--- src/rtl/lsu_pkg.sv ---
// Shared encodings and request-decode helpers for the mips_lsu load/store unit.
// LSU_SUBWORD_EN selects whether the sub-word ops (lb/lbu/lh/lhu/sb/sh) are legal.
package lsu_pkg;

  typedef enum logic [2:0] {
    LW  = 3'd0,
    LB  = 3'd1,
    LBU = 3'd2,
    LH  = 3'd3,
    LHU = 3'd4,
    SW  = 3'd5,
    SB  = 3'd6,
    SH  = 3'd7
  } op_e;

  typedef enum logic [1:0] {
    IDLE  = 2'd0,
    READ  = 2'd1,
    WRITE = 2'd2,
    DONE  = 2'd3
  } state_e;

  function automatic logic is_load(input logic [2:0] op);
    case (op)
      LW, LB, LBU, LH, LHU: is_load = 1'b1;
      default:              is_load = 1'b0;
    endcase
  endfunction

  function automatic logic is_legal(input logic [2:0] op);
    case (op)
      LW, SW:  is_legal = 1'b1;
`ifdef LSU_SUBWORD_EN
      default: is_legal = 1'b1;
`else
      default: is_legal = 1'b0;
`endif
    endcase
  endfunction

  function automatic logic is_misaligned(input logic [2:0] op, input logic [1:0] boff);
    case (op)
      LH, LHU, SH: is_misaligned = boff[0];
      LW, SW:      is_misaligned = (boff != 2'b00);
      default:     is_misaligned = 1'b0;
    endcase
  endfunction

endpackage

--- src/rtl/lsu_lane.sv ---
// Byte-lane datapath: little-endian sub-word extract with sign/zero extension
// for loads, and byte/halfword merge into a fetched word for stores.
module lsu_lane
  import lsu_pkg::*;
(
  input  logic [2:0]  op,
  input  logic [1:0]  boff,
  input  logic [31:0] word,
  input  logic [31:0] wdata,
  output logic [31:0] load_data,
  output logic [31:0] merge_data
);

  logic [7:0]  byte_s;
  logic [15:0] half_s;

  // Lane select, load extension and store merge.
  always_comb begin
    byte_s = word[{boff, 3'b000} +: 8];
    half_s = boff[1] ? word[31:16] : word[15:0];

    case (op)
      LB:      load_data = {{24{byte_s[7]}}, byte_s};
      LBU:     load_data = {24'd0, byte_s};
      LH:      load_data = {{16{half_s[15]}}, half_s};
      LHU:     load_data = {16'd0, half_s};
      default: load_data = word;
    endcase

    merge_data = word;
    case (op)
      SB:      merge_data[{boff, 3'b000} +: 8] = wdata[7:0];
      SH:      merge_data[{boff[1], 4'b0000} +: 16] = wdata[15:0];
      default: merge_data = wdata;
    endcase
  end

endmodule

--- src/rtl/mips_lsu.sv ---
// Load/store unit driving a word-only data memory; sub-word stores run as
// read-modify-write. Optional sub-word support is enabled by LSU_SUBWORD_EN.
module mips_lsu
  import lsu_pkg::*;
#(
  parameter int DEPTH = 2048,
  parameter int IDX_W = 11
) (
  input  logic        clk,
  input  logic        rst,
  input  logic        start,
  input  logic [2:0]  op,
  input  logic [31:0] addr,
  input  logic [31:0] wdata,
  output logic        busy,
  output logic        done,
  output logic        err,
  output logic [31:0] rdata,
  output logic        DM_ena,
  output logic        DM_R,
  output logic        DM_W,
  output logic [31:0] mem_addr,
  output logic [31:0] mem_wdata,
  input  logic [31:0] mem_rdata
);

  localparam logic [IDX_W:0] DEPTH_L = (IDX_W + 1)'(DEPTH);

  state_e      state_r, next_s;
  logic [2:0]  op_r;
  logic        oor_s, req_err_s, err_s;
  logic        busy_s, done_s, dm_ena_s, dm_r_s, dm_w_s;
  logic        busy_r, done_r, err_r, dm_ena_r, dm_r_r, dm_w_r;
  logic [31:0] rdata_r, mem_addr_r, mem_wdata_r;
  logic [31:0] load_s, merge_s;

  // Request check on the raw inputs; only consulted while IDLE.
  always_comb begin
    oor_s     = (|addr[31:IDX_W+2]) || ({1'b0, addr[IDX_W+1:2]} >= DEPTH_L);
    req_err_s = !is_legal(op) || is_misaligned(op, addr[1:0]) || oor_s;
  end

`ifdef LSU_SUBWORD_EN
  logic [1:0]  boff_r;
  logic [31:0] wdata_r;

  // Keep the request's lane offset and store data for the merge/extract.
  always_ff @(posedge clk) begin
    if (rst) begin
      boff_r  <= 2'b00;
      wdata_r <= 32'd0;
    end else if (state_r == IDLE && start) begin
      boff_r  <= addr[1:0];
      wdata_r <= wdata;
    end
  end

  lsu_lane u_lane (
    .op        (op_r),
    .boff      (boff_r),
    .word      (mem_rdata),
    .wdata     (wdata_r),
    .load_data (load_s),
    .merge_data(merge_s)
  );
`else
  assign load_s  = mem_rdata;
  assign merge_s = mem_rdata;
`endif

  // State register plus registered copies of every control output.
  always_ff @(posedge clk) begin
    if (rst) begin
      state_r  <= IDLE;
      busy_r   <= 1'b0;
      done_r   <= 1'b0;
      err_r    <= 1'b0;
      dm_ena_r <= 1'b0;
      dm_r_r   <= 1'b0;
      dm_w_r   <= 1'b0;
    end else begin
      state_r  <= next_s;
      busy_r   <= busy_s;
      done_r   <= done_s;
      err_r    <= err_s;
      dm_ena_r <= dm_ena_s;
      dm_r_r   <= dm_r_s;
      dm_w_r   <= dm_w_s;
    end
  end

  // Next-state decode.
  always_comb begin
    next_s = state_r;
    err_s  = 1'b0;
    case (state_r)
      IDLE: begin
        if (start) begin
          if (req_err_s) begin
            next_s = DONE;
            err_s  = 1'b1;
          end else if (op == SW) begin
            next_s = WRITE;
          end else begin
            next_s = READ;
          end
        end else begin
          next_s = IDLE;
        end
      end
      READ: begin
        if (is_load(op_r)) begin
          next_s = DONE;
        end else begin
          next_s = WRITE;
        end
      end
      WRITE:   next_s = DONE;
      DONE:    next_s = IDLE;
      default: next_s = IDLE;
    endcase
  end

  // Outputs are decoded from the next state so they register cleanly.
  always_comb begin
    busy_s   = (next_s != IDLE);
    done_s   = (next_s == DONE);
    dm_r_s   = (next_s == READ);
    dm_w_s   = (next_s == WRITE);
    dm_ena_s = dm_r_s || dm_w_s;
  end

  // Datapath: latch the request, capture read data, build the write word.
  always_ff @(posedge clk) begin
    if (rst) begin
      op_r        <= LW;
      mem_addr_r  <= 32'd0;
      mem_wdata_r <= 32'd0;
      rdata_r     <= 32'd0;
    end else begin
      case (state_r)
        IDLE: begin
          if (start && !req_err_s) begin
            op_r       <= op;
            mem_addr_r <= {2'b00, addr[31:2]};
            if (op == SW) begin
              mem_wdata_r <= wdata;
            end
          end
        end
        READ: begin
          if (is_load(op_r)) begin
            rdata_r <= load_s;
          end else begin
            mem_wdata_r <= merge_s;
          end
        end
        default: begin
          op_r <= op_r;
        end
      endcase
    end
  end

  assign busy      = busy_r;
  assign done      = done_r;
  assign err       = err_r;
  assign rdata     = rdata_r;
  assign DM_ena    = dm_ena_r;
  assign DM_R      = dm_r_r;
  assign DM_W      = dm_w_r;
  assign mem_addr  = mem_addr_r;
  assign mem_wdata = mem_wdata_r;

endmodule

--- config.mk ---
export PLATFORM = sky130hd
export DESIGN_NAME = mips_lsu
export DESIGN_NICKNAME = d
export VERILOG_FILES = /design/src/rtl/lsu_pkg.sv /design/src/rtl/lsu_lane.sv /design/src/rtl/mips_lsu.sv
export SDC_FILE = /design/constraint.sdc
export NUM_CORES = 1
export LEC_CHECK = 0
export CAP_MARGIN = 10
export CORE_MARGIN = 2
export CORE_UTILIZATION = 41
export DETAILED_ROUTE_END_ITERATION = 10
export HOLD_SLACK_MARGIN = 0.1
export PLACE_DENSITY = 0.81
export SLEW_MARGIN = 20
export SYNTH_ARGS = -nofsm -noshare
export SYNTH_HDL_FRONTEND = slang
export SYNTH_SLANG_ARGS = --single-unit
--- constraint.sdc ---
create_clock -name clk -period 2.7 [get_ports clk]
set_clock_uncertainty 0.15 [all_clocks]
set_input_delay 0.54 -clock clk [delete_from_list [all_inputs] [get_ports clk]]
set_output_delay 0.54 -clock clk [all_outputs]
set_load 0.01 [all_outputs]
; ---- Word-level counts from Yosys, hierarchy flattened
; Index checks and enable logic that the tools add are counted.
[word_totals]
ff_bits = 105
in_bits = 102
out_inout_bits = 102
elab_cells = 65
[op_classes]
eq_ne = 17
n_mux = 15
n_bitwise = 2
n_reduce_logical = 20
[op_table]
columns = op, count
row1 = $mux 32, 3
row2 = $pmux 32 s2, 1
row3 = $reduce_or 19->1, 1
row4 = $eq 3x3->1 const B, 4
row5 = $eq 3x2->1 const B, 3
row6 = $eq 2x2->1 const B, 4
row7 = $pmux 2 s4, 1
row8 = $logic_not 3->1, 2
row9 = $mux 1, 6
row10 = $mux 2, 3
row11 = $ne 2x2->1 const B, 3
row12 = $reduce_bool 2->1, 3
row13 = $reduce_or 3->1, 2
row14 = $reduce_or 5->1, 1
row15 = $eq 2x1->1 const B, 2
row16 = $reduce_and 2->1, 2
row17 = $reduce_and 4->1, 1
row18 = $eq 3x1->1 const B, 1
row19 = $logic_or 1x1->1, 3
row20 = $logic_not 1->1, 2
row21 = $logic_not 2->1, 1
row22 = $not 1->1, 2
row23 = $pmux 1 s2, 1
row24 = $reduce_or 2->1, 1
row25 = $logic_and 1x1->1, 1

; ---- Longest topological paths before layout
[depth]
ltp_word = 11
depth_mapped = 10
ltp_nobuf = 8

; ---- Worst setup path after synthesis
; OpenSTA, ideal clock, no wires.
[synth_timing]
path_kind = input port to flip-flop
from = in addr[18]
to = reg mem_wdata_r[0], in the netlist mem_wdata[0]
setup_ps = 123
arrival_ps = 2113
required_ps = 2427
path_slack_ps = 314
cell_stages = 6
n_path_buf = 1
cell_sequence = nor4_1 nand4_1 nor3_4 a32o_2 buf_6 mux2_1
[synth_between]
elab_chain_cells = 6
[synth_rtl]
columns = element, line
row1 = start: declaration, mips_lsu.sv:13  ; input logic [31:0] addr,
row2 = $reduce_or 19->1, mips_lsu.sv:39  ; oor_s = (|addr[31:IDX_W+2]) || ({1'b0, addr[IDX_W+1:2]} >= DEPTH_L);
row3 = $logic_or 1x1->1, mips_lsu.sv:40  ; req_err_s = !is_legal(op) || is_misaligned(op, addr[1:0]) || oor_s;
row4 = $logic_not 1->1, mips_lsu.sv:143  ; if (start && !req_err_s) begin
row5 = $logic_and 1x1->1, mips_lsu.sv:143
row6 = $ne 2x2->1 (no source line), -
row7 = $reduce_and 4->1 (no source line), -
row8 = end signal: assignment, mips_lsu.sv:147  ; mem_wdata_r <= wdata;
row9 = end signal: assignment, mips_lsu.sv:155  ; mem_wdata_r <= merge_s;
row10 = end: declaration, mips_lsu.sv:34  ; logic [31:0] rdata_r, mem_addr_r, mem_wdata_r;
; No other way between the ends.
; A chain may end at the register's enable or synchronous reset.

; ---- Worst setup path in the final report
[layout_timing]
from = in addr[31]
to = reg dm_r_r, in the netlist DM_R
[layout_between]
elab_chain_cells = 6
[layout_rtl]
columns = element, line
row1 = $reduce_or 19->1, mips_lsu.sv:39
row2 = $logic_or 1x1->1, mips_lsu.sv:40
row3 = $mux 2, mips_lsu.sv:99  ; if (req_err_s) begin
row4 = $mux 2, mips_lsu.sv:98  ; if (start) begin
row5 = $pmux 2 s4, mips_lsu.sv:96  ; case (state_r)
row6 = net next_s[0], mips_lsu.sv:29  ; state_e state_r, next_s;
row7 = $eq 2x1->1, mips_lsu.sv:128  ; dm_r_s = (next_s == READ);
row8 = net dm_r_s, mips_lsu.sv:32  ; logic busy_s, done_s, dm_ena_s, dm_r_s, dm_w_s;
row9 = end signal: assignment, mips_lsu.sv:87  ; dm_r_r <= dm_r_s;
row10 = end: declaration, mips_lsu.sv:33  ; logic busy_r, done_r, err_r, dm_ena_r, dm_r_r, dm_w_r;
; The timed path passes the listed nets, and every way through them passes these cells.

==> impl_metrics.json <==
{
  "die_h_um": 106,
  "cts_buffers": 9,
  "grt.overflow.total": 0,
  "cts_setup_buffers": 0,
  "fin_cells": 792,
  "ys_seq_area_share_pct": 49.3,
  "drc": 0,
  "fmaxAchievable_mhz": 394,
  "synth.most_common_cell": "dfxtp_1",
  "wl_per_cell_um": 14.3,
  "synth_cells": 453,
  "multi_input_area_mm2": 0.00202,
  "p_leak_nw": 2.59,
  "antenna_left": 0,
  "layout-drive-gt1-share_pct": 6.40,
  "critPathRequiredTime_ns": 2.79,
  "routed_wl_um": 11300,
  "cts_sinks": 105,
  "status": "completed",
  "grt_max_degree": 69,
  "clk_pin_slew_ns": 0.11,
  "layout_min_cycle_time_ns": 2.54,
  "n_fill_cell": 833,
  "arrival_ns": 2.63,
  "total_power_mw": 3.88,
  "max-cap-violations": 0,
  "rsz0062_at_grt": "no",
  "period_share_pct": 94.1,
  "worst_slack_ns": 0.159,
  "n_antenna_cell": 0,
  "antenna_found_initial": 0,
  "io_buffer_count": 201,
  "post-route-util_pct": 65.4,
  "synth_seq_cells": 105,
  "core_mm2": 0.0102,
  "avgSynthCellArea_um2": 9.42,
  "first_pass_iters": 4,
  "htreeDepth": 3,
  "die_w_um": 106,
  "netlist_top_cells_count": "dfxtp_1 (105), nand2_1 (67), nor2_1 (52)",
  "hpwl_um": 8570,
  "slew_headroom_pct": 43.1,
  "ys.warnings.count": 0,
  "worstHoldPathCells": 2,
  "area.growth.synth_to_final_pct": 56.9,
  "worstMarginPinSlew_ns": 0.851,
  "dp_slack_ns": -0.312,
  "root_buffer": "clkbuf_8",
  "critical_path_class": "in -> reg",
  "synth_cell_types": 27,
  "num_io_pins": 204,
  "regArea_mm2": 0.00210,
  "cp-start-kind": "input pin",
  "dr_wl_met2_um": 5780,
  "yosys.area.top_type": "dfxtp_1",
  "synth_area_mm2": 0.00427,
  "async_flop_share_pct": 0,
  "drt-initial-drc-count": 119,
  "yosys-top-cells-area": "dfxtp_1 (49%), mux2i_1 (11%), mux2_1 (7.9%), nand2_1 (5.9%), nor2b_1 (5.4%)",
  "placed_cells": 776,
  "synth_edf_count": 0,
  "vias": 3787,
  "hold_path_class": "reg -> reg",
  "initial_core_util_pct": 41.7,
  "rows": 37,
  "dr_wl_met3_um": 819,
  "p_per_area_mw_per_mm2": 580,
  "post_dp_cell_area_mm2": 0.00646,
  "synth_top_area_share_pct": 49.3,
  "track_usage_pct": 19.6,
  "reg2reg_depth": 7,
  "grt_pass1_wl_um": 17900,
  "routed_via_density": 4.78,
  "ctsHoldBuffers": 0,
  "met1_length_um": 4500,
  "top_layer_used": "met4",
  "ys.flop_type": "dfxtp_1",
  "maxSlewViolCount": 0,
  "crit_path_end_kind": "register",
  "clkLatencyLatePin_ns": 0.36,
  "gp_congestion": 0.781,
  "clockBufferDepth": 2,
  "finalNetCount": 760,
  "ir_drop_v": 0.000307,
  "cts_tree": "yes",
  "setup_viol": 0,
  "hold_violations": 0,
  "die_area_mm2": 0.0112,
  "worst-path-max-fanout": 3,
  "final_area_mm2": 0.00669,
  "grt_pass1_vias": 3861
}
## final timing paths
path | start | slack, ns | endpoint
max | addr[31] | 0.16 | DM_R
min | rdata[30] | 0.31 | rdata[30]
max reg2reg | state_r[0] | 0.48 | mem_addr[13]
min reg2reg | rdata[30] | 0.31 | rdata[30]
## state kept, by name (all words and copies together) (netlist names)
register	flops
DM_R	1
DM_W	1
DM_ena	1
busy	1
done	1
err	1
mem_addr	30
mem_wdata	32
op_r	3
rdata	32
state_r	2
## through the flow
stage	setup TNS [ns]	hold slack (ns)
after global routing	0	0.329
after detailed placement	-6.35	0.296
after global placement	-4.45	0.291
after floorplan	0	0.274
final	0	0.309
after CTS	0	0.310
## metal layers
layer  up-vias  global-route usage (%)
met5         -                       0
met4         0                    7.89
met3        20                    5.09
met2       128                    36.0
met1      1756                    21.4
li1       1883                       -
## power breakdown
group	switching, mW	internal (mW)	total (mW)
registers	0.0593	1.68	1.74
logic	0.510	0.614	1.12
clock network	0.567	0.449	1.02
total	1.14	2.74	3.88
## worst max-delay path, cell delays in order
cell	delay [ns]
clkdlybuf4s50_1	0.41
nor4_2	0.28
nand4_1	0.24
buf_4	0.22
o41ai_2	0.33
a21oi_1	0.14
buf_4	0.15
ha_1	0.19
nor2b_1	0.13
## final cells by class
type,instances,area share [%]
Clock inverter,7,1.25
Sequential cell,105,31.4
Timing Repair Buffer,218,32.5
Inverter,5,0.280
Tap cell,136,2.54
Clock buffer,9,1.85
Multi-Input combinational cell,312,30.2
## cells by family after synthesis
group / Yosys count / synth area share, %
multiplexers: 77 / 19.0
XOR/XNOR: 1 / 0.205
flip-flops: 105 / 49.3
AND/OR/NAND/NOR: 188 / 20.7
AO/OA/AOI/OAI: 37 / 4.66
buffers and inverters: 37 / 3.99
other: 1 / 0.0879
adder cells (fa/ha/maj): 7 / 2.05
## cells in the final DEF (no fill, tap or decap), drive strengths merged
cell type and instances:
mux2 32, bufinv 1, dfxtp 105, a2bb2oi 1
nor2 52, nor2b 37, buf 18, conb 2
o41ai 1, nand2 67, clkinv 2, xnor2 1
a21oi 33, and2 21, nor4 5, clkbuf 9
ha 7, nor3 4, nand3 1, o21ai 1
a32o 1, inv 9, nand4 1, mux2i 45
clkdlybuf4s50 200
## repair_timing
item,4_1_cts,5_1_grt
resized for setup,0,3
setup endpoints to repair,0,4
endpoints found under the hold margin,0,0
Note: power is estimated with default switching activity, not from simulation.
